$ cat src/rtl/lfsr_pkg.sv
// Shared types and default parameter values for the word-oriented LFSR keystream generator.
// Imported by lfsr_word_reg and lfsr_word_gen.
package lfsr_pkg;

    localparam int unsigned DefWordW      = 4;
    localparam int unsigned DefDepth      = 16;
    localparam int unsigned DefTapA       = 2;
    localparam int unsigned DefTapB       = 3;
    localparam int unsigned DefInitRounds = 32;

    typedef enum logic [1:0] {
        StIdle,
        StLoad,
        StInit,
        StRun
    } state_e;

    typedef enum logic [1:0] {
        ModeHold,
        ModeLoad,
        ModeInit,
        ModeRun
    } reg_mode_e;

    // Counter width able to hold max_val itself; never narrower than one bit.
    function automatic int unsigned cnt_width(input int unsigned max_val);
        return (max_val < 1) ? 1 : $clog2(max_val + 1);
    endfunction

endpackage

$ cat src/rtl/lfsr_word_reg.sv
// Word shift register with two-tap XOR feedback.
// The mode input selects hold, seed load, init step or keystream step.
module lfsr_word_reg
    import lfsr_pkg::*;
#(
    parameter int unsigned WORD_W = DefWordW,
    parameter int unsigned DEPTH  = DefDepth,
    parameter int unsigned TAP_A  = DefTapA,
    parameter int unsigned TAP_B  = DefTapB
) (
    input  logic              clk_i,
    input  logic              reset_ni,
    input  reg_mode_e         mode_i,
    input  logic [WORD_W-1:0] in_data_i,
    output logic [WORD_W-1:0] out_data_o
);

    logic [WORD_W-1:0] d_q [DEPTH];
    logic [WORD_W-1:0] d_d [DEPTH];
    logic [WORD_W-1:0] fb;

    assign fb         = d_q[TAP_A] ^ d_q[TAP_B];
    assign out_data_o = d_q[DEPTH-1];

    always_comb begin
        d_d = d_q;
        unique case (mode_i)
            ModeLoad: begin
                // Seed enters at the top and walks down towards d[0].
                for (int i = 0; i < DEPTH - 1; i++) begin
                    d_d[i] = d_q[i+1];
                end
                d_d[DEPTH-1] = in_data_i;
            end
            ModeInit: begin
                for (int i = 0; i < DEPTH - 1; i++) begin
                    d_d[i+1] = d_q[i];
                end
                d_d[0] = fb ^ d_q[DEPTH-1];
            end
            ModeRun: begin
                for (int i = 0; i < DEPTH - 1; i++) begin
                    d_d[i+1] = d_q[i];
                end
                d_d[0] = fb;
            end
            default: begin
                d_d = d_q;
            end
        endcase
    end

    always_ff @(posedge clk_i) begin
        if (!reset_ni) begin
            d_q <= '{default: '0};
        end else begin
            d_q <= d_d;
        end
    end

endmodule

$ cat src/rtl/lfsr_word_gen.sv
// Keystream generator: seed load, optional mixing rounds, then one word per accepted handshake.
// Owns the control FSM and counters; the register datapath lives in lfsr_word_reg.
module lfsr_word_gen
    import lfsr_pkg::*;
#(
    parameter int unsigned WORD_W      = DefWordW,
    parameter int unsigned DEPTH       = DefDepth,
    parameter int unsigned TAP_A       = DefTapA,
    parameter int unsigned TAP_B       = DefTapB,
    parameter int unsigned INIT_ROUNDS = DefInitRounds
) (
    input  logic              clk_i,
    input  logic              reset_ni,
    input  logic              start_i,
    input  logic              stop_i,
    input  logic [WORD_W-1:0] in_data_i,
    input  logic              in_valid_i,
    output logic              in_ready_o,
    output logic [WORD_W-1:0] out_data_o,
    output logic              out_valid_o,
    input  logic              out_ready_i,
    output logic              busy_o,
    output logic              load_err_o
);

    localparam int unsigned LoadCntW = cnt_width(DEPTH);
    localparam int unsigned InitCntW = cnt_width(INIT_ROUNDS);
    localparam int unsigned InitLast = (INIT_ROUNDS > 0) ? INIT_ROUNDS - 1 : 0;

    state_e                state_q, state_d;
    logic [LoadCntW-1:0]   load_cnt_q, load_cnt_d;
    logic [InitCntW-1:0]   init_cnt_q, init_cnt_d;
    logic                  nz_q, nz_d;
    logic                  load_err_q, load_err_d;
    logic                  load_nz_all;
    reg_mode_e             reg_mode;

    // Non-zero tracking includes the word being accepted this cycle.
    assign load_nz_all = nz_q | (|in_data_i);

    always_comb begin
        state_d    = state_q;
        load_cnt_d = load_cnt_q;
        init_cnt_d = init_cnt_q;
        nz_d       = nz_q;
        load_err_d = load_err_q;
        reg_mode   = ModeHold;
        unique case (state_q)
            StIdle: begin
                if (start_i && !stop_i) begin
                    state_d    = StLoad;
                    load_cnt_d = '0;
                    nz_d       = 1'b0;
                    load_err_d = 1'b0;
                end
            end
            StLoad: begin
                if (in_valid_i) begin
                    reg_mode   = ModeLoad;
                    load_cnt_d = load_cnt_q + 1'b1;
                    nz_d       = load_nz_all;
                end
                if (stop_i) begin
                    state_d = StIdle;
                end else if (in_valid_i && (load_cnt_q == LoadCntW'(DEPTH - 1))) begin
                    if (!load_nz_all) begin
                        state_d    = StIdle;
                        load_err_d = 1'b1;
                    end else if (INIT_ROUNDS > 0) begin
                        state_d    = StInit;
                        init_cnt_d = '0;
                    end else begin
                        state_d = StRun;
                    end
                end
            end
            StInit: begin
                if (stop_i) begin
                    state_d = StIdle;
                end else begin
                    reg_mode   = ModeInit;
                    init_cnt_d = init_cnt_q + 1'b1;
                    if (init_cnt_q == InitCntW'(InitLast)) begin
                        state_d = StRun;
                    end
                end
            end
            StRun: begin
                if (out_ready_i) begin
                    reg_mode = ModeRun;
                end
                if (stop_i) begin
                    state_d = StIdle;
                end
            end
            default: begin
                state_d = StIdle;
            end
        endcase
    end

    always_ff @(posedge clk_i) begin
        if (!reset_ni) begin
            state_q    <= StIdle;
            load_cnt_q <= '0;
            init_cnt_q <= '0;
            nz_q       <= 1'b0;
            load_err_q <= 1'b0;
        end else begin
            state_q    <= state_d;
            load_cnt_q <= load_cnt_d;
            init_cnt_q <= init_cnt_d;
            nz_q       <= nz_d;
            load_err_q <= load_err_d;
        end
    end

    lfsr_word_reg #(
        .WORD_W (WORD_W),
        .DEPTH  (DEPTH),
        .TAP_A  (TAP_A),
        .TAP_B  (TAP_B)
    ) u_reg (
        .clk_i      (clk_i),
        .reset_ni   (reset_ni),
        .mode_i     (reg_mode),
        .in_data_i  (in_data_i),
        .out_data_o (out_data_o)
    );

    assign in_ready_o  = (state_q == StLoad);
    assign out_valid_o = (state_q == StRun);
    assign busy_o      = (state_q != StIdle);
    assign load_err_o  = load_err_q;

endmodule

$ cat config.mk
export PLATFORM = sky130hd
export DESIGN_NAME = lfsr_word_gen
export DESIGN_NICKNAME = d
export VERILOG_FILES = /design/src/rtl/lfsr_pkg.sv /design/src/rtl/lfsr_word_reg.sv /design/src/rtl/lfsr_word_gen.sv
export SDC_FILE = /design/constraint.sdc
export NUM_CORES = 1
export LEC_CHECK = 0
export ABC_AREA = 1
export BUFFER_PORTS_ARGS = -buffer_cell sky130_fd_sc_hd__buf_2
export CAP_MARGIN = 15
export CORE_MARGIN = 2
export CORE_UTILIZATION = 65
export CTS_CLUSTER_SIZE = 14
export DETAILED_ROUTE_END_ITERATION = 12
export GPL_TIMING_DRIVEN = 0
export PLACE_DENSITY = 0.87
export SYNTH_ARGS = -nofsm -noshare
export SYNTH_HDL_FRONTEND = slang
export SYNTH_SLANG_ARGS = --single-unit
$ cat constraint.sdc
create_clock -name clk_i -period 3.8 [get_ports clk_i]
set_clock_uncertainty 0.1 [all_clocks]
set_input_delay 0.76 -clock clk_i [delete_from_list [all_inputs] [get_ports clk_i]]
set_output_delay 0.76 -clock clk_i [all_outputs]
set_load 0.1 [all_outputs]
==> After elaboration in Yosys (flattened, before gate mapping) <==
Cells that the tools add are included.
Widths: inputs -> output; s select.
{ "totals": {"ff_bits": 79, "latchBits": 0, "ram_bits": 0, "romBits": 0, "n_memories": 0} }
{ "classes": {"add_sub_neg": 2, "mul": 0, "n_div": 0, "magnitude_cmp": 0, "n_eq_ne": 18, "shifts": 0, "n_mux": 28, "bitwise_logic": 3, "reduce_logical": 13} }
{ "ops": {"columns": ["operator", "n"], "rows": [
  ["$pmux 64 s3", 1],
  ["$mux 6", 4],
  ["$mux 2", 9],
  ["$ne 2x2->1 const B", 6],
  ["$pmux 6 s2", 1],
  ["$mux 5", 2],
  ["$pmux 5 s2", 1],
  ["$reduce_and 5->1", 2],
  ["$eq 2x2->1 const B", 4],
  ["$pmux 2 s4", 1],
  ["$xor 4x4->4", 2],
  ["$add 6x1->6 const B", 1],
  ["$eq 6x5->1 const B", 1],
  ["$mux 1", 6],
  ["$pmux 2 s3", 1],
  ["$reduce_bool 2->1", 3],
  ["$add 5x1->5 const B", 1],
  ["$eq 5x4->1 const B", 1],
  ["$eq 2x1->1 const B", 2],
  ["$ne 2x1->1 const B", 2],
  ["$pmux 1 s2", 2],
  ["$reduce_and 4->1", 1],
  ["$reduce_or 4->1", 1],
  ["$ne 3x2->1 const B", 1],
  ["7 further kinds", 8]
]} }

==> Logic depth before layout (Yosys ltp) <==
{ "logic_depth": {"ltp_word": 6, "depth_mapped": 11, "mapped_depth_nobuf": 11} }

==> Cells and area by module <==
A second synthesis with hierarchy kept.
{ "hier_totals": {"cells_unflattened": 503, "hier_area_um2": 3945.0} }
{ "modules_own_cells": {"columns": ["mod", "instances", "cells_each", "area_each_um2", "seq_area_each_um2"], "rows": [
  ["lfsr_word_reg", 1, 360, 2955.3, 1281.2],
  ["lfsr_word_gen", 1, 143, 989.7, 300.3]
]} }

==> Least setup slack after synthesis <==
No wires, ideal clock.
{ "synth_path": {"kind": "reg2out", "startpoint": "reg state_q[1]", "endpoint": "out busy_o", "arrival_time_ns": 1.184, "t_required_ns": 2.940, "path_slack_ns": 1.756, "path_stages_with_launch": 3, "n_path_buf": 0, "cell_sequence": "dfxtp_1 -> inv_2 -> nand2_1"} }
{ "synth_between": {"elab_chain_len": 1} }
{ "synth_lines": {"columns": ["element", "line_no", "rtl"], "rows": [
  ["start, declared", "lfsr_word_gen.sv:30", "state_e state_q, state_d;"],
  ["start signal, assigned", "lfsr_word_gen.sv:104", "state_q <= StIdle;"],
  ["start signal, assigned", "lfsr_word_gen.sv:110", "state_q <= state_d;"],
  ["$reduce_bool 2->1", "lfsr_word_gen.sv:133", "assign busy_o = (state_q != StIdle);"],
  ["end, declared", "lfsr_word_gen.sv:22", "output logic busy_o,"]
]} }
No other way between the ends.

==> Final worst setup path <==
{ "layout_path": {"startpoint": "reg state_q[1]", "endpoint": "out in_ready_o"} }
{ "layout_between": {"elab_chain_len": 1} }
{ "layout_lines": {"columns": ["element", "line_no", "rtl"], "rows": [
  ["$eq 2x1->1", "lfsr_word_gen.sv:131", "assign in_ready_o = (state_q == StLoad);"],
  ["end, declared", "lfsr_word_gen.sv:18", "output logic in_ready_o,"]
]} }
No other way between the ends.

==> metrics.csv <==
stage;metric;value;unit
status;outcome;completed;
critical_path;crit_path_start_kind;flip-flop;
synthesis;synthSimpleGateAreaFrac;23.8;%
cts;cts.path.max_buffers;2;
cts;insertion_delay;350;ps
cts;cts_buffers;9;
detailed_routing;wl;9.90;mm
global_routing;grt_pass1_vias;3474;
synthesis;synth_xor_area_share;0.469;%
detailed_routing;routedWlPerCell;15.3;um
detailed_routing;drt_iter0_drc;395;
synthesis;synth_cells;541;
synthesis;syn_nets;554;
critical_path;crit_fanout;5;
die;die_x;79.8;um
timing;tightestPinTransition;626;ps
placement;place_ws;1600;ps
die;rows;27;
layout;finalInstanceArea;4110;um^2
placement;place_area;3910;um^2
timing;timing.fmax;0.426;GHz
die;die_area;6370;um^2
cts;cts_setup_buffers;0;
synthesis;netlist.top_cell.by_area;dfxtp_1;
pwr;power_leakage;1.53;nW
critical_path;path_class;reg -> out;
synthesis;synth.distinct_cells;27;
pwr;p_switching;1.30;mW
detailed_routing;drc;0;
synthesis;synth_seq_area_share;42.3;%
synthesis;synth_top_area_share;42.3;%
layout;drive_gt1_share;10.8;%
global_routing;grt_antenna_before_repair;0;
pwr;pwr-share-seq;39.8;%
timing;hold_ws;379;ps
timing;setup_violations;0;
global_routing;track_usage;32.4;%
global_routing;overflow;0;
timing;rsz0062_at_grt;no;
placement;portBuffers;17;
detailed_routing;vias;3807;
pwr;clkPwrFrac;21.0;%
timing;finalHoldViolCount;0;
critical_path;endpoint_kind;output pin;
cts;h-tree-depth;3;
synthesis;synthesis.area;3740;um^2
die;fp.dieH;79.8;um
synthesis;synth.area.mux_share;0;%
pwr;ir_drop;501;uV
critical_path;crit_arrival;1490;ps
global_routing;grt_max_degree;14;
timing;fin_crit;2350;ps
cts;clock-root-buffer;clkbuf_8;
pwr;comb_power_share;39.3;%
die;ios;18;
timing;tns;0;ps
hold_path;worstHoldPathType;reg -> reg;
timing;fin_ws;1450;ps
layout;n_antenna_cell;0;
cts;cts_tree;done;
layout;area_delta_synth_final;10.0;%
flow_run;drv_cap;0;
cts;clock_sinks;79;
die;start_util;67.5;%
critical_path;crit_required;2940;ps
global_routing;grt_pass1_wl;16.0;mm
pwr;switching_share;43.5;%
placement;hpwl;6.71;mm
synthesis;synth-warning-count;0;
synthesis;synth_adder_area_share;1.00;%
synthesis;synthTopCellsByArea;dfxtp_1 42%, nand2_1 16%, a21oi_1 14%, o21ai_0 5.1%, a31oi_1 2.8%;
synthesis;synth_compound_area_share;23.7;%
cts;cts_resized;0;
detailed_routing;ant_nets;0;
timing;max_slew_margin;58.3;%
detailed_routing;dr.pass1.iters;5;
layout;nets;582;
pwr;p_per_area;726;nW/um^2
pwr;internal_power;1.69;mW
synthesis;synth_top_family_by_area;simple AND/OR/NAND/NOR gates;
placement;gp_congestion;0.892;
detailed_routing;via_per_inst;5.89;
die;fp.coreArea;5540;um^2
cts;ctsHoldBuffers;0;
timing;post-route-period-util;61.7;%
synthesis;synth.avg_cell_area;6.91;um^2
timing;report.final.slew_viol_count;0;
synthesis;ys_seq_elements;79;
cts;clk_pin_slew;80;ps
[synthesized netlist by cell type]
cell type and instances:
nor3b_1 1, ha_1 3, nand4_1 4, xor2_1 1
o21ai_1 13, o211a_1 1, inv_1 28, nor3_1 5
o21bai_1 1, buf_4 12, a31oi_1 17, a21oi_1 101
inv_2 5, buf_2 6, xnor2_1 1, inv_4 1
o21ai_0 38, dfxtp_1 79, nand2_4 2, nand3_1 19
or2_1 1, nand2_1 161, clkbuf_1 18, nor2_1 19
nor2_4 1, buf_6 1, nand3_2 2
[placed cells by master, fill, tap and decap left out, types with 13 or more instances in the layout]
| cell type | count |
|---|---|
| o21ai_0 | 38 |
| clkbuf_1 | 19 |
| inv_1 | 28 |
| dfxtp_1 | 79 |
| a31oi_1 | 17 |
| nor2_1 | 19 |
| nand2_1 | 161 |
| o21ai_1 | 13 |
| nand3_1 | 19 |
| a21oi_1 | 101 |
| buf_2 | 23 |
[power by group through the flow]
stage               Combinational [mW]  Clock, mW  Sequential, mW
floorplan                        0.895          0            1.17
global placement                  1.12          0            1.19
detailed placement                1.15          0            1.20
CTS                               1.16      0.632            1.18
global route                      1.30      0.658            1.21
finish                            1.17      0.626            1.19
[final timing paths]
check	cells after the start	slack, ps	from	to
max reg2reg	11	1790	load_cnt_q[0]	init_cnt_q[1]
max	4	1450	state_q[1]	in_ready_o
min	2	380	u_reg.d_q[61]	u_reg.d_q[61]
min reg2reg	2	380	u_reg.d_q[61]	u_reg.d_q[61]
[critical path, cell delays in order (launching register included)]
cell and delay (ps):
dfxtp_1 390, inv_2 130, nand2_1 90, inv_2 90, buf_2 430
[state kept, by name, indices dropped and copies added (netlist names)]
register	flops
init_cnt_q	6
load_cnt_q	5
load_err_o	1
nz_q	1
state_q	2
u_reg.d_q	60
u_reg.out_data_o	4
[metrics by stage]
stage                     utilization (%)  instances  total power [mW]
after global placement               70.6        630              2.31
final                                74.2        646              2.99
after detailed placement             70.6        630              2.35
after CTS                            74.2        646              2.97
after floorplan                         -        541              2.07
after global routing                 74.2        646              3.17
[per-layer routing]
metal  share of wire, %  routed length [um]  GRT usage, %
met5                  0                   0             0
met3                9.1                 896          6.79
met2                 46                4560          54.3
met1                 42                4150          40.1
met4                2.9                 285          14.4
[cell type report]
type,count,area (um^2)
Sequential cell,79,1580
Clock buffer,11,141
Multi-Input combinational cell,391,1830
Timing Repair Buffer,17,85.1
Tap cell,72,90.1
Buffer,37,199
Clock inverter,5,57.6
Fill cell,457,1430
Inverter,34,130
[cell families after synthesis]
logic type | after synthesis
AO/OA/AOI/OAI | 171
flip-flops | 79
adder cells (fa/ha/maj) | 3
AND/OR/NAND/NOR | 215
buffers and inverters | 71
XOR/XNOR | 2
(Power assumes the default switching activity.)
